===== config.mk =====
export PLATFORM = sky130hd
export DESIGN_NAME = cdu_read_counter
export DESIGN_NICKNAME = d
export VERILOG_FILES = /design/src/rtl/cdu_pkg.sv /design/src/rtl/cdu_sync2.sv /design/src/rtl/cdu_read_counter.sv
export SDC_FILE = /design/constraint.sdc
export NUM_CORES = 1
export LEC_CHECK = 0
export CAP_MARGIN = 20
export CORE_MARGIN = 2
export CORE_UTILIZATION = 57
export DETAILED_ROUTE_END_ITERATION = 7
export GPL_ROUTABILITY_DRIVEN = 1
export PLACE_DENSITY = 0.85
export SETUP_SLACK_MARGIN = 0.05
export SYNTH_ARGS = -nofsm -noshare
export SYNTH_HDL_FRONTEND = slang
export SYNTH_SLANG_ARGS = --single-unit
export TNS_END_PERCENT = 5

===== constraint.sdc =====
create_clock -name clk -period 3.5 [get_ports clk]
set_clock_uncertainty 0.2 [all_clocks]
set_input_delay 0.875 -clock clk [delete_from_list [all_inputs] [get_ports clk]]
set_output_delay 0.875 -clock clk [all_outputs]
set_load 0.03 [all_outputs]

===== src/rtl/cdu_pkg.sv =====
// cdu_pkg: shared types and widths for the CDU read-counter slice.
//   phase_e  : the four digital-mode phases, in cycle order
//   dir_e    : increment direction chosen for the current phase cycle
//   next_phase(): the phase that must follow a given phase
package cdu_pkg;

  localparam int ANGLE_W = 16;
  localparam int PEND_W  = 3;

  typedef enum logic [1:0] {PH1, PH2, PH3, PH4} phase_e;
  typedef enum logic [1:0] {NONE, UP, DN} dir_e;

  // PH4 wraps to PH1 through the 2-bit encoding.
  function automatic phase_e next_phase(input phase_e p);
    return phase_e'(p + 2'd1);
  endfunction

endpackage


===== src/rtl/cdu_sync2.sv =====
// cdu_sync2: two-flop synchroniser for an asynchronous level, followed by a
// rising-edge detector on the synchronised level.
//   clk      : sampling clock
//   rst_n    : asynchronous active-low reset, clears all flops
//   async_in : asynchronous level input
//   rise     : one-clk pulse when the synchronised level goes 0 -> 1
module cdu_sync2 (
  input  logic clk,
  input  logic rst_n,
  input  logic async_in,
  output logic rise
);

  // [0] first sync stage, [1] second sync stage, [2] previous synced level
  logic [2:0] sync_q;

  always_ff @(posedge clk or negedge rst_n) begin
    if (!rst_n) begin
      sync_q <= 3'b000;
    end else begin
      sync_q <= {sync_q[1:0], async_in};
    end
  end

  assign rise = sync_q[1] & ~sync_q[2];

endmodule


===== src/rtl/cdu_read_counter.sv =====
// cdu_read_counter: serialises asynchronous resolver up/down increments onto the
// FAZ1..FAZ4 phase cycle, keeps the 16-bit read-counter angle and emits one
// rate-limited AGC pulse per applied increment. Polices the phase order and
// flags pending-request overflow.
//   clk, rst_n           : clock, asynchronous active-low reset
//   FAZ1HI..FAZ4DR       : phase levels from digital_mode
//   ISSUP, ISSDN         : asynchronous increment requests (level)
//   CLR_ERR              : synchronous clear of the sticky error flags
//   ANGLE                : read-counter angle, wraps mod 2^16
//   CDUP, CDUM           : AGC plus/minus pulse, high across FAZ4
//   PEND_OVF, PHASE_ERR  : sticky error flags
//
// Phase tracker (exp_ph = phase whose rising edge is expected next)
//   state | meaning
//   PH1   | idle between cycles; FAZ1 edge ends any pulse, clears selection
//   PH2   | FAZ2 edge selects UP/DN/NONE or cancels an opposing pair
//   PH3   | FAZ3 edge applies the selected increment to ANGLE
//   PH4   | FAZ4 edge raises CDUP/CDUM for the selected direction
module cdu_read_counter
  import cdu_pkg::*;
#(
  parameter int PEND_MAX = 7,
  parameter int RATE_DIV = 1
) (
  input  logic               clk,
  input  logic               rst_n,
  input  logic               FAZ1HI,
  input  logic               FAZ2DR,
  input  logic               FAZ3DR,
  input  logic               FAZ4DR,
  input  logic               ISSUP,
  input  logic               ISSDN,
  input  logic               CLR_ERR,
  output logic [ANGLE_W-1:0] ANGLE,
  output logic               CDUP,
  output logic               CDUM,
  output logic               PEND_OVF,
  output logic               PHASE_ERR
);

  localparam logic [PEND_W-1:0] PEND_LIM  = PEND_W'(PEND_MAX);
  localparam logic [3:0]        RATE_LOAD = 4'(RATE_DIV - 1);

  logic [3:0]        faz_lvl;
  logic [3:0]        faz_q;
  logic [3:0]        faz_rise;
  logic              faz4_fall;
  logic              any_edge;
  logic              multi_edge;
  logic              good_edge;
  logic              phase_bad;
  phase_e            exp_ph;
  phase_e            seen_ph;
  dir_e              sel_dir;
  dir_e              dir_pick;
  logic [3:0]        rate_cnt;
  logic [PEND_W-1:0] pend_up;
  logic [PEND_W-1:0] pend_dn;
  logic              up_rise;
  logic              dn_rise;
  logic              up_dec;
  logic              dn_dec;
  logic              cancel;
  logic              ovf_set;

  cdu_sync2 u_sync_up (
    .clk      (clk),
    .rst_n    (rst_n),
    .async_in (ISSUP),
    .rise     (up_rise)
  );

  cdu_sync2 u_sync_dn (
    .clk      (clk),
    .rst_n    (rst_n),
    .async_in (ISSDN),
    .rise     (dn_rise)
  );

  // Phase edge detection; phase levels are already in the clk domain.
  assign faz_lvl   = {FAZ4DR, FAZ3DR, FAZ2DR, FAZ1HI};
  assign faz_rise  = faz_lvl & ~faz_q;
  assign faz4_fall = faz_q[3] & ~FAZ4DR;
  assign any_edge  = |faz_rise;
  // More than one bit set: clearing the lowest set bit leaves something.
  assign multi_edge = (faz_rise & (faz_rise - 4'd1)) != 4'd0;
  assign good_edge  = any_edge && !multi_edge && faz_rise[exp_ph];
  assign phase_bad  = any_edge && !good_edge;

  // Highest-numbered phase seen this clk; used to resync after an error.
  always_comb begin
    seen_ph = PH1;
    for (int i = 0; i < 4; i++) begin
      if (faz_rise[i]) seen_ph = phase_e'(i[1:0]);
    end
  end

  always_comb begin
    cancel   = (pend_up != '0) && (pend_dn != '0);
    dir_pick = NONE;
    if (!cancel && rate_cnt == 4'd0) begin
      if (pend_up != '0)      dir_pick = UP;
      else if (pend_dn != '0) dir_pick = DN;
    end
  end

  assign up_dec = (good_edge && exp_ph == PH2 && cancel) ||
                  (good_edge && exp_ph == PH3 && sel_dir == UP);
  assign dn_dec = (good_edge && exp_ph == PH2 && cancel) ||
                  (good_edge && exp_ph == PH3 && sel_dir == DN);

  always_ff @(posedge clk or negedge rst_n) begin
    if (!rst_n) begin
      faz_q <= 4'b0000;
    end else begin
      faz_q <= faz_lvl;
    end
  end

  // Phase tracker, select/apply pipeline and pulse shaper.
  always_ff @(posedge clk or negedge rst_n) begin
    if (!rst_n) begin
      exp_ph   <= PH1;
      sel_dir  <= NONE;
      rate_cnt <= 4'd0;
      ANGLE    <= '0;
      CDUP     <= 1'b0;
      CDUM     <= 1'b0;
    end else begin
      if (phase_bad) begin
        // Abort the cycle: nothing selected survives to FAZ3/FAZ4.
        exp_ph  <= next_phase(seen_ph);
        sel_dir <= NONE;
        CDUP    <= 1'b0;
        CDUM    <= 1'b0;
      end else if (good_edge) begin
        exp_ph <= next_phase(exp_ph);
        case (exp_ph)
          PH1: begin
            sel_dir <= NONE;
            CDUP    <= 1'b0;
            CDUM    <= 1'b0;
          end
          PH2: begin
            sel_dir <= dir_pick;
            if (dir_pick != NONE)      rate_cnt <= RATE_LOAD;
            else if (rate_cnt != 4'd0) rate_cnt <= rate_cnt - 4'd1;
          end
          PH3: begin
            if (sel_dir == UP)      ANGLE <= ANGLE + 16'd1;
            else if (sel_dir == DN) ANGLE <= ANGLE - 16'd1;
          end
          PH4: begin
            CDUP <= (sel_dir == UP);
            CDUM <= (sel_dir == DN);
          end
        endcase
      end
      if (faz4_fall) begin
        CDUP <= 1'b0;
        CDUM <= 1'b0;
      end
    end
  end

  // Pending counters: a request edge and a consumption in the same clk cancel.
  always_ff @(posedge clk or negedge rst_n) begin
    if (!rst_n) begin
      pend_up <= '0;
    end else if (up_rise && !up_dec) begin
      if (pend_up != PEND_LIM) pend_up <= pend_up + 1'b1;
    end else if (!up_rise && up_dec) begin
      pend_up <= pend_up - 1'b1;
    end
  end

  always_ff @(posedge clk or negedge rst_n) begin
    if (!rst_n) begin
      pend_dn <= '0;
    end else if (dn_rise && !dn_dec) begin
      if (pend_dn != PEND_LIM) pend_dn <= pend_dn + 1'b1;
    end else if (!dn_rise && dn_dec) begin
      pend_dn <= pend_dn - 1'b1;
    end
  end

  assign ovf_set = (up_rise && pend_up == PEND_LIM) ||
                   (dn_rise && pend_dn == PEND_LIM);

  // Sticky flags: a set in the same clk as CLR_ERR wins.
  always_ff @(posedge clk or negedge rst_n) begin
    if (!rst_n) begin
      PEND_OVF  <= 1'b0;
      PHASE_ERR <= 1'b0;
    end else begin
      if (ovf_set)      PEND_OVF <= 1'b1;
      else if (CLR_ERR) PEND_OVF <= 1'b0;
      if (phase_bad)    PHASE_ERR <= 1'b1;
      else if (CLR_ERR) PHASE_ERR <= 1'b0;
    end
  end

endmodule


==> qor.txt, run 1 <==
Status = finished clean
Max Cap Viol = 0
Post-synth top area share = 0.3863
Wirelength, routed = 5671 µm
Initial DRT Pass Iterations = 4
Post-synth EDFFs = 0
Setup Viol. Count Final = 0
Flop2flop setup slack = 0.37 ns
Clk sinks = 44
Unrepaired setup endpoints after global routing = false
RR Startpoint = sel_dir[1]
# DRC = 0
Ratio of cells with drive above 1 in the final layout = 0.1153
R2R cell count = 10
DIE HEIGHT = 74.72 µm
#FFs+latches synth = 44
Longest Clk Path Bufs = 2
Initial antenna violation count = 0
CP max FO = 4
Synth warn = 0
Req. time, crit path = 3.48 ns
Cell area power density = 435.0 mW/mm²
Placement Rows = 25
GRT Util Overall = 0.2155
CTS tree = done
Chip width = 74.72 µm
Critical path data arrival time = 3.22 ns
Startpoint Class = input pin
Number of global-route vias before repair = 2197
Highest clock rate = 0.3082 GHz
DR iter-0 viols = 81
Hold_ws = 0.1529 ns
Remaining antenna violation count = 0
Area delta synth->final = 21.47%
Final Max Tran Viols = 0
Final critical-path required period = 3.244 ns
Hold buffers post-CTS = 0
First-pass GRT wire length = 9397 µm
Worst-margin pin slew = 0.6033 ns
Number of buffers created by CTS = 5
Reg2Reg Capture Point = ANGLE[13]
CP endpoint kind = flip-flop
Diode count = 0
Hold EP = u_sync_dn.sync_q[1]
Worst Setup Slack, final = 0.2556 ns
Total core area = 0.004786 mm²
Gpl congestion = 0.9248
Min-delay worst type = flip-flop to flip-flop
CTS root buf = clkbuf_8
Yosys cell types = 59
Placed insts = 405
Final period util = 0.9270
PortBufs = 28
Synth Flop Type = dfrtp_1
Syn_nets = 336
H-tree levels = 2
Setup TNS = 0 ns
Total gr overflow = 0
Register Area = 0.001101 mm²
Top post-synthesis cells by area = dfrtp_1 39%, ha_1 9.7%, a21oi_1 4.6%
HPWL after DPL = 4089 µm
Resize count post-CTS = 0
Maximum vdd ir drop = 0.0002332 V
Clk_lat worst skew = 0.30 ns
Worst slack, placed = -0.05333 ns
Synthesized area per cell = 9.438 µm²
Sequential area share after synthesis = 0.3863
Vias per inst = 5.708
Final Hold Vio Count = 0
Slew headroom = 0.5969
Average routed wire per standard cell = 13.70 µm
Mapped Area = 0.002850 mm²
Fill count = 387
Hold_sp = u_sync_dn.sync_q[0]
Async SR Flop Fraction = 1.000
Total number of vias = 2363
Initial core utilization = 0.5956
Die area = 0.005582 mm²
DP Area = 0.003316 mm²
Critical path type = input pin to flip-flop
Leakage = 1.616 nW
Final nets = 380
CTS clock-pin slew for the worst setup and hold paths = 0.08 ns
Hold Path Depth = 0
I/O pin count = 29
Mapped Cells = 302
Postcts setup bufs = 0
Layout Cells excl Fill = 414
Post-route cell area = 0.003462 mm²
Area leader, netlist = dfrtp_1
Multi-input logic area = 0.001640 mm²
Pin count of the biggest net entering global routing = 45
==> sequential cells by signal (all words and copies together), names as in the netlist <==
signal and flops:
CDUP 1, pend_up 3, PEND_OVF 1, pend_dn 3, u_sync_dn.sync_q 3, u_sync_up.sync_q 3
CDUM 1, PHASE_ERR 1, exp_ph 2, rate_cnt 4, sel_dir 2, faz_q 4
ANGLE 16
==> power breakdown <==
| group | internal (mW) | switching, mW | total, mW |
|---|---|---|---|
| combinational | 0.199 | 0.208 | 0.407 |
| sequential | 0.580 | 0.0957 | 0.676 |
| clock | 0.252 | 0.171 | 0.423 |
==> critical path: stages <==
cell and delay [ns]:
clkdlybuf4s50_1 0.52, nand2b_4 0.06, or4_4 0.53, a31oi_4 0.23, o21ai_1 0.11, nand2_1 0.09, fa_1 0.43, nor2b_1 0.15
a211oi_1 0.17, a21oi_1 0.06
==> cells in the final DEF (no fill, tap or decap), types with 7 or more instances in the layout <==
master,count
a21oi_1,26
buf_4,17
clkbuf_8,7
clkdlybuf4s50_1,27
dfrtp_1,44
ha_1,22
inv_1,18
nand2_1,15
nand3_1,9
nor2_1,27
nor2b_1,12
o21ai_0,13
xnor2_1,11
==> cells in the mapped netlist (2+ instances only) <==
cell	n
mux2_2	6
o22ai_1	2
a41oi_1	3
nor2_1	27
nand2_1	15
dfrtp_1	44
nand4_1	5
a22o_1	2
a211oi_1	4
inv_1	18
or3_1	2
o21ai_0	13
a21boi_0	3
o211ai_1	3
buf_2	3
ha_1	22
xor2_1	4
a21o_1	6
nor2b_1	12
o211a_1	3
a22oi_1	2
o21ai_1	3
a32o_1	2
nor3_1	3
nand3_1	9
nand2b_1	6
o21a_1	2
clkbuf_1	7
a31oi_1	4
fa_1	3
a21oi_1	26
xnor2_1	11
==> metal layers <==
metal / wire (µm) / track usage
met4: 43 / 0.06548
met1: 2565 / 0.2672
met5: 0 / 0
met3: 200 / 0.04552
met2: 2862 / 0.3786
==> through the flow <==
stage	power, mW	utilization
2_1_floorplan	0.9713	-
3_3_place_gp	1.064	0.6928
3_5_place_dp	1.091	0.6928
4_1_cts	1.516	0.7192
5_1_grt	1.611	0.7234
6_report	1.506	0.7234
==> area by class of cell <==
| cell class | count | share of cell area |
|---|---|---|
| Timing Repair Buffer | 47 | 0.1279 |
| Sequential cell | 44 | 0.3180 |
| Clock buffer | 7 | 0.02783 |
| Inverter | 18 | 0.01952 |
| Tap cell | 67 | 0.02421 |
| Multi-Input combinational cell | 230 | 0.4738 |
| Clock inverter | 1 | 0.008674 |
==> worst max-delay path by stage <==
stage	from	cells after the start	slack, ns	to
2_1_floorplan	FAZ2DR	9	0.29	pend_up[1]
3_5_place_dp	FAZ4DR	10	-0.05	pend_up[1]
5_1_grt	sel_dir[1]	10	0.07	ANGLE[13]
4_1_cts	FAZ4DR	10	0.27	pend_up[1]
6_report	FAZ4DR	10	0.26	pend_up[1]
3_3_place_gp	FAZ4DR	10	-0.01	pend_up[1]
==> cells by family (layout without fill, tap and decap cells) <==
family,count (synthesis),count (layout),synth area share
fa+ha+maj,25,25,0.1176
simple gates,92,92,0.1681
compound gates,91,91,0.2160
flops,44,44,0.3863
mux,7,7,0.02765
buf+inv,28,73,0.03819
xor+xnor,15,15,0.04609
(Power assumes the default switching activity.)
==> inputs of run 2 (changes only) <==
--- a/config.mk
+++ b/config.mk
@@ -6,8 +6,9 @@
 export NUM_CORES = 1
 export LEC_CHECK = 0
 export CAP_MARGIN = 20
-export CORE_MARGIN = 2
-export CORE_UTILIZATION = 57
+export CELL_PAD_IN_SITES_DETAIL_PLACEMENT = 0
+export CELL_PAD_IN_SITES_GLOBAL_PLACEMENT = 1
+export CORE_UTILIZATION = 44
 export DETAILED_ROUTE_END_ITERATION = 7
 export GPL_ROUTABILITY_DRIVEN = 1
 export PLACE_DENSITY = 0.85
==> constraint.sdc (replaced) <==
create_clock -name clk -period 3.7 [get_ports clk]
set_clock_uncertainty 0.2 [all_clocks]
set_input_delay 0.925 -clock clk [delete_from_list [all_inputs] [get_ports clk]]
set_output_delay 0.925 -clock clk [all_outputs]
set_load 0.03 [all_outputs]
==> qor.txt, run 2 (synthesis results as in run 1) <==
Status = finished clean
Initial DRT Pass Iterations = 4 (unchanged)
Area delta synth->final = 19.05%
Final nets = 375 (-1.3%)
Worst-margin pin slew = 0.7746 ns (+0.1713 ns)
Total core area = 0.006096 mm² (+27%)
Setup crit start = FAZ2DR
Hold_sp = u_sync_dn.sync_q[0]
CTS clock-pin slew for the worst setup and hold paths = 0.08 ns (about the same)
Max reg flops = 16 (unchanged)
Final Hold Vio Count = 0 (unchanged)
Leakage = 1.575 nW (-2.5%)
Clk sinks = 44 (unchanged)
RR Startpoint = sel_dir[1]
Min-delay worst type = flip-flop to flip-flop
CP max FO = 4 (unchanged)
Total number of vias = 2278 (-3.6%)
Average routed wire per standard cell = 13.52 µm (-1.3%)
Clk_lat worst skew = 0.29 ns (about the same)
Commonest cells after routing, fill and taps aside = 44 x dfrtp_1, 27 x nor2_1, 27 x clkdlybuf4s50_1, 26 x a21oi_1, 22 x ha_1
DR iter-0 viols = 76 (-6.2%)
GRT Util Overall = 0.1836 (-0.03194)
Final period util = 0.9090
Number of buffers created by CTS = 5 (unchanged)
Gpl congestion = 0.7845 (-15%)
Hold Path Depth = 0 (unchanged)
Register name with the most flops = ANGLE
Maximum vdd ir drop = 0.0003275 V (+40%)
Vias per inst = 5.463 (-4.3%)
CTS root buf = clkbuf_8
Post-layout util = 0.5567 (-0.1667)
Final Max Tran Viols = 0 (unchanged)
Longest Clk Path Bufs = 2 (unchanged)
Wirelength, routed = 5637 µm (-0.60%)
Number of global-route vias before repair = 2128 (-3.1%)
Ratio of cells with drive above 1 in the final layout = 0.09649 (-0.01878)
Metal1 wirelength = 2798 µm (+9.1%)
Total gr overflow = 0 (unchanged)
Placement Rows = 28 (+12%)
H-tree levels = 2 (unchanged)
Commonest non-fill, non-tap cell in the layout = dfrtp_1
Regs by FF count = ANGLE x16, faz_q x4, rate_cnt x4
Highest clock rate = 0.2973 GHz
Die area = 0.006804 mm² (+22%)
Startpoint Class = input pin
Hold buffers post-CTS = 0 (unchanged)
Slew headroom = 0.4825 (-0.1144)
# DRC = 0 (unchanged)
Chip width = 82.49 µm (+10%)
Critical path type = input pin to flip-flop
Highest Signal Layer = met4
I/O pin count = 29 (unchanged)
Final critical-path required period = 3.363 ns
CP endpoint kind = flip-flop
Cell area power density = 391.8 mW/mm² (-9.9%)
Unrepaired setup endpoints after global routing = false
CTS tree = done
Pin count of the biggest net entering global routing = 45 (unchanged)
R2R cell count = 10 (unchanged)
First-pass GRT wire length = 9356 µm (-0.44%)
Initial antenna violation count = 0 (unchanged)
DIE HEIGHT = 82.49 µm (+10%)
Critical path data arrival time = 3.34 ns (+0.12 ns)
HPWL after DPL = 4161 µm (+1.8%)
Met2 WL = 2552 µm (-11%)
Max Cap Viol = 0 (unchanged)
Met3 wire len = 185 µm (-7.5%)
Diode count = 0 (unchanged)
Req. time, crit path = 3.68 ns (+0.20 ns)
Setup Viol. Count Final = 0 (unchanged)
Postcts setup bufs = 0 (unchanged)
Initial core utilization = 0.4676 (-0.1280)
Resize count post-CTS = 0 (unchanged)
PortBufs = 28 (unchanged)
Remaining antenna violation count = 0 (unchanged)
Setup TNS = 0 ns (unchanged)
[run 2: cell count changes in the layout (fill, tap and decap cells not counted), sizes merged]
cell	delta
clkbuf	+1
bufinv	-1
buf	-5
[run 2: final timing paths]
path	end	slack (ns)
worst max-delay path	pend_up[1]	0.34
min in group asynchronous	pend_dn[1]	0.39
max in group asynchronous	rate_cnt[1]	2.42
worst min register to register	u_sync_dn.sync_q[1]	0.15
worst max register to register	ANGLE[15]	0.64
worst min-delay path	u_sync_dn.sync_q[1]	0.15
[run 2: cell type report]
type | count | area [µm²]
fill | 595 | 2703
multi-input combinational | 230 | 1640
sequential | 44 | 1101
timing repair buffer | 42 | 400.4
tap | 75 | 93.84
clock buffer | 8 | 90.09
inverter | 18 | 67.56
[run 2: power breakdown]
group	internal (mW)	switching [mW]
logic	0.185	0.193
registers	0.549	0.0924
clock network	0.152	0.157
total	0.886	0.443
[run 2: through the flow]
stage	hold WS, ns	setup slack, ns	power, mW	cell area (µm²)	instances
3_5_place_dp	0.1372	0.03371	1.024	3276	408
4_1_cts	0.1560	0.3349	1.341	3366	416
5_1_grt	0.1617	0.2575	1.425	3393	417
6_report	0.1530	0.3368	1.329	3393	417
2_1_floorplan	0.1312	0.4402	0.9188	2850	302
3_3_place_gp	0.1341	0.08400	1.009	3276	408
[run 2: metal layers]
| layer | vias up | track usage |
|---|---|---|
| met2 | 35 | 0.2884 |
| met3 | 8 | 0.03297 |
| met4 | 0 | 0.08947 |
| met1 | 1061 | 0.2431 |
| met5 | - | 0 |
| li1 | 1174 | - |
[run 2: worst max-delay path, stage by stage]
cell and delay (ns):
clkdlybuf4s50_1 0.45, nor2b_1 0.17, or4_4 0.54, a31oi_4 0.21
o21ai_1 0.11, nand2_1 0.09, fa_1 0.42, nor2b_1 0.14
a211oi_1 0.21, a21oi_1 0.06
